## config.mk

```make
export PLATFORM = sky130hd
export DESIGN_NAME = keypad_scanner
export DESIGN_NICKNAME = d
export VERILOG_FILES = /design/src/rtl/keypad_pkg.sv /design/src/rtl/keypad_scanner_fifo.sv /design/src/rtl/keypad_scanner.sv
export SDC_FILE = /design/constraint.sdc
export NUM_CORES = 1
export LEC_CHECK = 0
export CAP_MARGIN = 30
export CORE_MARGIN = 3
export CORE_UTILIZATION = 52
export CTS_CLUSTER_SIZE = 25
export DETAILED_ROUTE_END_ITERATION = 6
export PLACE_DENSITY = 0.73
export SLEW_MARGIN = 20
export SYNTH_ARGS = -nofsm -noshare
export SYNTH_HDL_FRONTEND = slang
export SYNTH_HIERARCHICAL = 1
export SYNTH_SLANG_ARGS = --single-unit
```

## constraint.sdc

```tcl
create_clock -name clk -period 3.15 [get_ports clk]
set_input_delay 0.63 -clock clk [delete_from_list [all_inputs] [get_ports clk]]
set_output_delay 0.63 -clock clk [all_outputs]
set_load 0.05 [all_outputs]
```

## src/rtl/keypad_pkg.sv

```systemverilog
// Shared types and elaboration helpers for the matrix keypad scanner.
package keypad_pkg;

  typedef enum logic [1:0] {StScan, StDebounce, StHeld} state_e;

  function automatic int unsigned code_w(input int unsigned nrows, input int unsigned ncols);
    return $clog2(nrows * ncols);
  endfunction

  function automatic bit params_ok(input int unsigned nrows, input int unsigned ncols,
                                   input int unsigned scan_div, input int unsigned deb_cnt,
                                   input int unsigned depth);
    return (nrows >= 2) && (ncols >= 2) && (scan_div >= 3) && (deb_cnt >= 1) &&
           (depth >= 2) && ((depth & (depth - 1)) == 0);
  endfunction

endpackage

```

## src/rtl/keypad_scanner_fifo.sv

```systemverilog
// Key-event queue: circular buffer with wrap-bit pointers and a registered head output.
module key_fifo #(
  parameter int unsigned WIDTH = 4,
  parameter int unsigned DEPTH = 4
) (
  input  logic             clk_i,
  input  logic             rst_ni,
  input  logic             push_i,
  input  logic [WIDTH-1:0] din_i,
  output logic             full_o,
  input  logic             pop_i,
  output logic [WIDTH-1:0] dout_o,
  output logic             empty_o,
  output logic             overflow_o
);
  localparam int unsigned AW = $clog2(DEPTH);
  localparam int unsigned PW = AW + 1;

  logic [WIDTH-1:0] mem_q [DEPTH];
  logic [PW-1:0]    wptr_q, wptr_d, rptr_q, rptr_d;
  logic [WIDTH-1:0] dout_q, dout_d;
  logic             ovf_q, ovf_d;
  logic             do_push, do_pop;

  assign empty_o    = (wptr_q == rptr_q);
  assign full_o     = (wptr_q[AW-1:0] == rptr_q[AW-1:0]) && (wptr_q[AW] != rptr_q[AW]);
  assign do_pop     = pop_i && !empty_o;
  // A pop frees the slot this cycle, so a full queue still accepts a simultaneous push.
  assign do_push    = push_i && (!full_o || do_pop);
  assign dout_o     = dout_q;
  assign overflow_o = ovf_q;

  always_comb begin
    wptr_d = wptr_q + PW'(do_push);
    rptr_d = rptr_q + PW'(do_pop);
    ovf_d  = ovf_q | (push_i & ~do_push);
    dout_d = mem_q[rptr_d[AW-1:0]];
    if (do_push && (wptr_q[AW-1:0] == rptr_d[AW-1:0])) begin
      dout_d = din_i;
    end
  end

  always_ff @(posedge clk_i) begin
    if (do_push) begin
      mem_q[wptr_q[AW-1:0]] <= din_i;
    end
  end

  always_ff @(posedge clk_i) begin
    if (!rst_ni) begin
      wptr_q <= '0;
      rptr_q <= '0;
      dout_q <= '0;
      ovf_q  <= 1'b0;
    end else begin
      wptr_q <= wptr_d;
      rptr_q <= rptr_d;
      dout_q <= dout_d;
      ovf_q  <= ovf_d;
    end
  end

endmodule

```

## src/rtl/keypad_scanner.sv

```systemverilog
// Matrix keypad scanner: column drive, row sync, debounce, auto-repeat and a key-event queue.
module keypad_scanner
  import keypad_pkg::*;
#(
  parameter int unsigned NROWS        = 4,
  parameter int unsigned NCOLS        = 4,
  parameter int unsigned SCAN_DIV     = 16,
  parameter int unsigned DEBOUNCE_CNT = 8,
  parameter int unsigned REPEAT_CYC   = 0,
  parameter int unsigned FIFO_DEPTH   = 4
) (
  input  logic                              clk,
  input  logic                              rst,
  input  logic [NROWS-1:0]                  rows,
  output logic [NCOLS-1:0]                  cols,
  output logic                              key_valid,
  output logic [code_w(NROWS, NCOLS)-1:0]   key_code,
  input  logic                              key_ready,
  output logic                              key_held,
  output logic                              overflow
);
  localparam int unsigned CODE_W  = code_w(NROWS, NCOLS);
  localparam int unsigned RW      = $clog2(NROWS);
  localparam int unsigned CW      = $clog2(NCOLS);
  localparam int unsigned DVW     = $clog2(SCAN_DIV);
  localparam int unsigned DBW     = $clog2(DEBOUNCE_CNT + 1);
  localparam int unsigned RPW     = $clog2(REPEAT_CYC + 2);
  localparam int unsigned RepLast = (REPEAT_CYC > 0) ? REPEAT_CYC - 1 : 0;

  if (!params_ok(NROWS, NCOLS, SCAN_DIV, DEBOUNCE_CNT, FIFO_DEPTH)) begin : g_bad_params
    $error("keypad_scanner: illegal parameter set");
  end

  state_e            state_q, state_d;
  logic [CW-1:0]     c_q, c_d, col_next;
  logic [RW-1:0]     r_q, r_d, low_row;
  logic [DVW-1:0]    dwell_q, dwell_d;
  logic [DBW-1:0]    deb_q, deb_d;
  logic [RPW-1:0]    rep_q, rep_d;
  logic [NROWS-1:0]  sync_q, rs_q;
  logic [NCOLS-1:0]  cols_q, cols_d;
  logic              held_q, held_d;
  logic              any_low, row_bit, push, fifo_full, fifo_empty;
  logic [CODE_W-1:0] code;

  assign row_bit  = rs_q[r_q];
  assign col_next = (c_q == CW'(NCOLS - 1)) ? '0 : c_q + 1'b1;
  assign code     = CODE_W'(r_q) * CODE_W'(NCOLS) + CODE_W'(c_q);

  // Lowest-index low row wins when several rows on the driven column are pressed.
  always_comb begin
    any_low = 1'b0;
    low_row = '0;
    for (int i = int'(NROWS) - 1; i >= 0; i--) begin
      if (!rs_q[i]) begin
        any_low = 1'b1;
        low_row = RW'(i);
      end
    end
  end

  always_comb begin
    state_d = state_q;
    c_d     = c_q;
    r_d     = r_q;
    dwell_d = dwell_q;
    deb_d   = deb_q;
    rep_d   = rep_q;
    push    = 1'b0;
    unique case (state_q)
      StScan: begin
        if (dwell_q == DVW'(SCAN_DIV - 1)) begin
          dwell_d = '0;
          if (any_low) begin
            r_d     = low_row;
            deb_d   = '0;
            state_d = StDebounce;
          end else begin
            c_d = col_next;
          end
        end else begin
          dwell_d = dwell_q + 1'b1;
        end
      end
      StDebounce: begin
        if (row_bit) begin
          state_d = StScan;
          dwell_d = '0;
        end else if (deb_q == DBW'(DEBOUNCE_CNT - 1)) begin
          push    = 1'b1;
          state_d = StHeld;
          deb_d   = '0;
          rep_d   = '0;
        end else begin
          deb_d = deb_q + 1'b1;
        end
      end
      StHeld: begin
        // deb_q counts consecutive release samples here.
        if (row_bit) begin
          if (deb_q == DBW'(DEBOUNCE_CNT - 1)) begin
            state_d = StScan;
            c_d     = col_next;
            dwell_d = '0;
          end else begin
            deb_d = deb_q + 1'b1;
          end
        end else begin
          deb_d = '0;
          if (REPEAT_CYC > 0) begin
            if (rep_q == RPW'(RepLast)) begin
              push  = 1'b1;
              rep_d = '0;
            end else begin
              rep_d = rep_q + 1'b1;
            end
          end
        end
      end
      default: state_d = StScan;
    endcase
    cols_d = ~(NCOLS'(1) << c_d);
    held_d = (state_d == StHeld);
  end

  always_ff @(posedge clk) begin
    if (!rst) begin
      state_q <= StScan;
      c_q     <= '0;
      r_q     <= '0;
      dwell_q <= '0;
      deb_q   <= '0;
      rep_q   <= '0;
      sync_q  <= '1;
      rs_q    <= '1;
      cols_q  <= '1;
      held_q  <= 1'b0;
    end else begin
      state_q <= state_d;
      c_q     <= c_d;
      r_q     <= r_d;
      dwell_q <= dwell_d;
      deb_q   <= deb_d;
      rep_q   <= rep_d;
      sync_q  <= rows;
      rs_q    <= sync_q;
      cols_q  <= cols_d;
      held_q  <= held_d;
    end
  end

  key_fifo #(
    .WIDTH (CODE_W),
    .DEPTH (FIFO_DEPTH)
  ) u_fifo (
    .clk_i      (clk),
    .rst_ni     (rst),
    .push_i     (push),
    .din_i      (code),
    .full_o     (fifo_full),
    .pop_i      (key_ready),
    .dout_o     (key_code),
    .empty_o    (fifo_empty),
    .overflow_o (overflow)
  );

  assign cols      = cols_q;
  assign key_held  = held_q;
  assign key_valid = !fifo_empty;

endmodule
```

== Word level (Yosys, flattened, before mapping) ==
Memories as Yosys holds them, arrays and structs flattened. A register that Yosys moved wholly into a read port is not among the register bits.
Cells that the tools add are included.
Word-level totals
  register bits after elaboration: 34
  RAM bits: 16
  output and inout port bits: 11
  memories kept: 1
Operators by class
  add/sub/neg operators: 6
  $lt $le $gt $ge: 1
  equal/unequal tests: 16
  shifts and indexed selects: 1
  mux-type cells: 40
  bitwise logic cells: 4
  reductions and logical operators: 12
Memories
  u_fifo.mem_q: depth 4, bits a word 4, rd ports 1, clocked after Yosys merged registers in 1, write ports 1, line keypad_scanner_fifo.sv:19  | logic [WIDTH-1:0] mem_q [DEPTH];
Operators by type and width (number)
  4-bit two-way mux: 10
  2-bit two-way mux: 15
  4-bit case mux with 3 select lines: 2
  2-bit inequality test (second input constant): 6
  1-bit two-way mux: 10
  4-bit by 1-bit adder with 4-bit output (second input constant): 2
  3-bit by 1-bit adder with 3-bit output: 2
  2-bit equality test (second input constant): 3
  2-bit case mux with 3 select lines: 1
  5-bit AND reduction: 1
  4-bit by 2-bit adder with 4-bit output: 1
  4-bit by 3-bit equality test with 1-bit output (second input constant): 1
  4-bit equality test (second input constant): 1
  4-bit inverter: 1
  2-bit case mux with 2 select lines: 1
  4-bit AND reduction: 1
  1-bit by 2-bit << shifter with 4-bit output (first input constant): 1
  3-bit equality test: 1
  1-bit logical AND: 3
  1-bit logical NOT: 3
  2-bit by 3-bit less-than comparator with 1-bit output (second input constant): 1
  3-bit inequality test (second input constant): 1
  3-bit AND reduction: 1
  3-bit nonzero test: 1
  10 further kinds: 10

== Depth between registers and ports, before layout ==
  word-level depth: 9
  depth in mapped cells: 10
  depth with buffers taken out: 10

== By module ==
Netlist, hierarchy kept.
Modules (own cells, without submodules)
  keypad_scanner: times used 1, cells each 142, area each 1302.5 um^2, sequential area each 540.5 um^2
  key_fifo: times used 1, cells each 76, area each 1139.8 um^2, sequential area each 700.7 um^2

== Worst setup path after synthesis ==
OpenSTA, ideal clock, no wires.
  kind: flip-flop to flip-flop
  from: register r_q[0]
  to: memory u_fifo.mem_q[2][0], enable pin
  arrival: 1.989 ns
  setup slack: 0.794 ns
  cell stages (with the launch flop): 6
  cell sequence: dfxtp_1 -> mux4_2 -> nand2b_4 -> nor2_1 -> o41ai_4 -> nor3b_1
On the way
  longest elaborated chain between the ends: 7
RTL lines
  start: declaration: line keypad_scanner.sv:36  | logic [RW-1:0] r_q, r_d, low_row;
  start signal: assignment: line keypad_scanner.sv:141  | r_q <= r_d;
  1-bit binary-select mux with 2-bit select: line keypad_scanner.sv:46  | assign row_bit = rs_q[r_q];
  1-bit two-way mux (not written as such): line keypad_scanner.sv:46
  1-bit two-way mux: line keypad_scanner.sv:86  | if (row_bit) begin
  1-bit two-way mux: line keypad_scanner.sv:70  | unique case (state_q)
  via push: line keypad_scanner.sv:43  | logic any_low, row_bit, push, fifo_full, fifo_empty;
  1-bit logical AND: line keypad_scanner_fifo.sv:29  | assign do_push = push_i && (!full_o || do_pop);
  1-bit two-way mux: line keypad_scanner_fifo.sv:44  | if (do_push) begin
  1-bit two-way mux (not written as such): line keypad_scanner_fifo.sv:45  | mem_q[wptr_q[AW-1:0]] <= din_i;
  end: declaration: line keypad_scanner_fifo.sv:19
The timed path passes the listed nets, and every way through them passes these cells. The select of a mux whose other input is x is not followed.

== Worst setup path in the final report ==
  from: register u_fifo.rptr_q[2]
  to: output key_valid
On the way
  longest elaborated chain between the ends: 2
RTL lines
  start: declaration: line keypad_scanner_fifo.sv:20  | logic [PW-1:0] wptr_q, wptr_d, rptr_q, rptr_d;
  start signal: assignment: line keypad_scanner_fifo.sv:57  | rptr_q <= rptr_d;
  3-bit equality test: line keypad_scanner_fifo.sv:25  | assign empty_o = (wptr_q == rptr_q);
  via fifo_empty: line keypad_scanner.sv:43
  1-bit logical NOT: line keypad_scanner.sv:169  | assign key_valid = !fifo_empty;
  end: declaration: line keypad_scanner.sv:16  | output logic key_valid,
The timed path passes the listed nets, and every way through them passes these cells.

==> impl_metrics.toml <==
[worst_setup_path]
cp-start-kind = "register"
path_class = "register to output port"
cp_max_fo = 3
crit_path_end_kind = "output port"
critical_path_required_ns = 2.52
worstPathArrival_ns = 2.06

[power]
vdd.ir_drop.worst_uv = 335
powerDensity_nw_per_um2 = 418
leakage_nw = 1.07

[global_route]
met3_usage_pct = 5.41
grt_pass1_vias = 1475
grt_busiest_layer = "met2"
grt_use_met2_pct = 26.6
grt_max_degree = 28
grt_pass1_wl_um = 6820
antenna_found_initial = 0
use_met1_pct = 21.2
grt_overflow = 0
grt.total_usage_pct = 16.6

[cts]
hold_buffers = 0
cts_tree = "yes"
cts_made_buffers = 5
cts_resized = 0
cts_setup_buffers = 0
cts-htree-levels = 2
path_clk_slew_ns = 0.09
clock-sinks = 54
clock_latency_ns = 0.31
clockBufferDepth = 2
root_buffer = "clkbuf_8"

[placed_design]
gp_congestion = 0.806
dpl.hpwl_um = 3070
pre_cts_slack_ns = 0.493
port-buffer-count = 17

[synthesis]
avgSynthCellArea_um2 = 11.2
syn_inst = 218
seq_area_frac_synth_pct = 50.8
synthFlopType = "dfxtp_1"
async_flop_share_pct = 0
yosysWarnings = 6
synth_cell_types = 49
yosysTopAreaCellShare_pct = 31.1
yosysTopAreaCell = "dfxtp_1"
synth_edf_count = 16
ys_top_cells_by_area = "dfxtp_1 (31%), edfxtp_1 (20%), ha_1 (6.1%), mux4_2 (4.6%), nand2b_1 (2.8%)"
synth_fp_nets = 237
synth_seq_cells = 54
synth_area_um2 = 2440

[layout]
multi_input_area_um2 = 1150
ff_latch_area_um2 = 1240
final_cell_mix = "dfxtp_1 (38), nand2_1 (17), clkdlybuf4s50_1 (17), edfxtp_1 (16)"
area_growth_pct = 13.1
n_fill_cell = 361
fin_nets = 259
layout_commonest_cell = "dfxtp_1"
drive_gt1_share_pct = 11.2
antennaDiodeCount = 0

[hold_path]
hp-class = "register to register"

[sta]
timing.final.crit_share_pct = 85.4
report.final.slew_viol_count = 0
max-slew-margin-rel_pct = 61.5
worst_slack_ns = 0.461
skew_ns = 0.00394
rsz0062_at_grt = "false"
final.setup.tns_ns = 0
max_freq_ghz = 0.372
final.min_clock_period_ns = 2.69
finalHoldViolations = 0
setup_violations = 0
worstMarginPinSlew_ns = 0.577

[route]
vias_per_cell = 5.56
drtAntennaViolNets = 0
first_pass_iters = 4
route.detailed.drc = 0
via_count = 1630
drt-initial-drc-count = 86
routed_wl_um = 4220
wire_per_inst_um = 14.4

[floorplanning]
rows = 24
io-pin-count = 18
die_w_um = 74.5
die_height_um = 74.5
core_um2 = 4440
dieArea_um2 = 5560
initial_core_util_pct = 55.0

[run_status]
status = "finished clean"

[run]
maxCapViolCount = 0
==> flip-flops by register name, indices dropped and copies added, names as in the netlist, 3 cells and up <==
register,cells
u_fifo/wptr_q,3
dwell_q,4
cols,4
deb_q,4
rs_q,4
u_fifo/rptr_q,3
sync_q,4
u_fifo/dout_o,4
u_fifo/mem_q,16
==> critical path, stage by stage, from the launching register on <==
cell and delay [ns]:
dfxtp_1 0.34, xnor2_1 0.35, nor3b_1 0.30, inv_1 0.06, clkdlybuf4s50_1 0.70
==> synth_stat cells, types with 4 or more instances <==
master and number:
ha_1 12, mux2i_1 5, nand3_1 9, nand2b_1 11, nand2_1 17, nor2_1 10, mux4_2 5, xor2_1 4
inv_1 9, nand3b_1 6, dfxtp_1 38, edfxtp_1 16, a21oi_1 12, o21ai_0 6, and2_1 7, nor3_1 9
==> area by class of cell <==
cell class / count / area share, %
inverters: 9 / 1.22
clock inverters: 2 / 0.498
repair buffers: 19 / 6.70
clock buffers: 6 / 2.63
flip-flops and latches: 54 / 44.9
well taps: 52 / 2.36
multi-input cells: 151 / 41.7
==> worst paths after layout <==
kind | startpoint | to | slack [ns] | depth (start not counted)
worst min-delay path | sync_q[2] | rs_q[2] | 0.42 | 1
worst max register to register | r_q[0] | u_fifo/mem_q[2][1] | 0.50 | 5
worst min register to register | sync_q[2] | rs_q[2] | 0.42 | 1
worst max-delay path | u_fifo/rptr_q[2] | key_valid | 0.46 | 4
==> stage by stage <==
| stage | std cells | instance area (µm²) | power (W) | util [%] | hold WS [ns] |
|---|---|---|---|---|---|
| after floorplan | 218 | 2440 | 0.000771 | - | 0.386 |
| after global placement | 285 | 2680 | 0.000790 | 60.2 | 0.389 |
| after detailed placement | 285 | 2680 | 0.000791 | 60.2 | 0.394 |
| after CTS | 293 | 2760 | 0.00117 | 62.2 | 0.412 |
| after global routing | 293 | 2760 | 0.00120 | 62.2 | 0.434 |
| final | 293 | 2760 | 0.00116 | 62.2 | 0.416 |
==> cells by family after synthesis <==
group | synth area share (%)
AOI/OAI and AO/OA | 10.4
muxes | 6.66
and+or+nand+nor | 20.8
adders and majority gates | 6.15
xor gates and xnor gates | 3.12
DFF | 50.8
buffers and inverters | 2.05
==> power by group <==
group,internal [W],switching [W]
Sequential,0.000720,0.00000592
Combinational,0.0000213,0.0000266
Clock,0.000157,0.000224
Total,0.000899,0.000256
==> routing by layer <==
metal	up-vias	wire, µm
met1	767	1970
met2	25	2000
met5	-	0
li1	833	-
met4	0	53
met3	5	194
No activity file was read; power rests on OpenSTA's default activity.
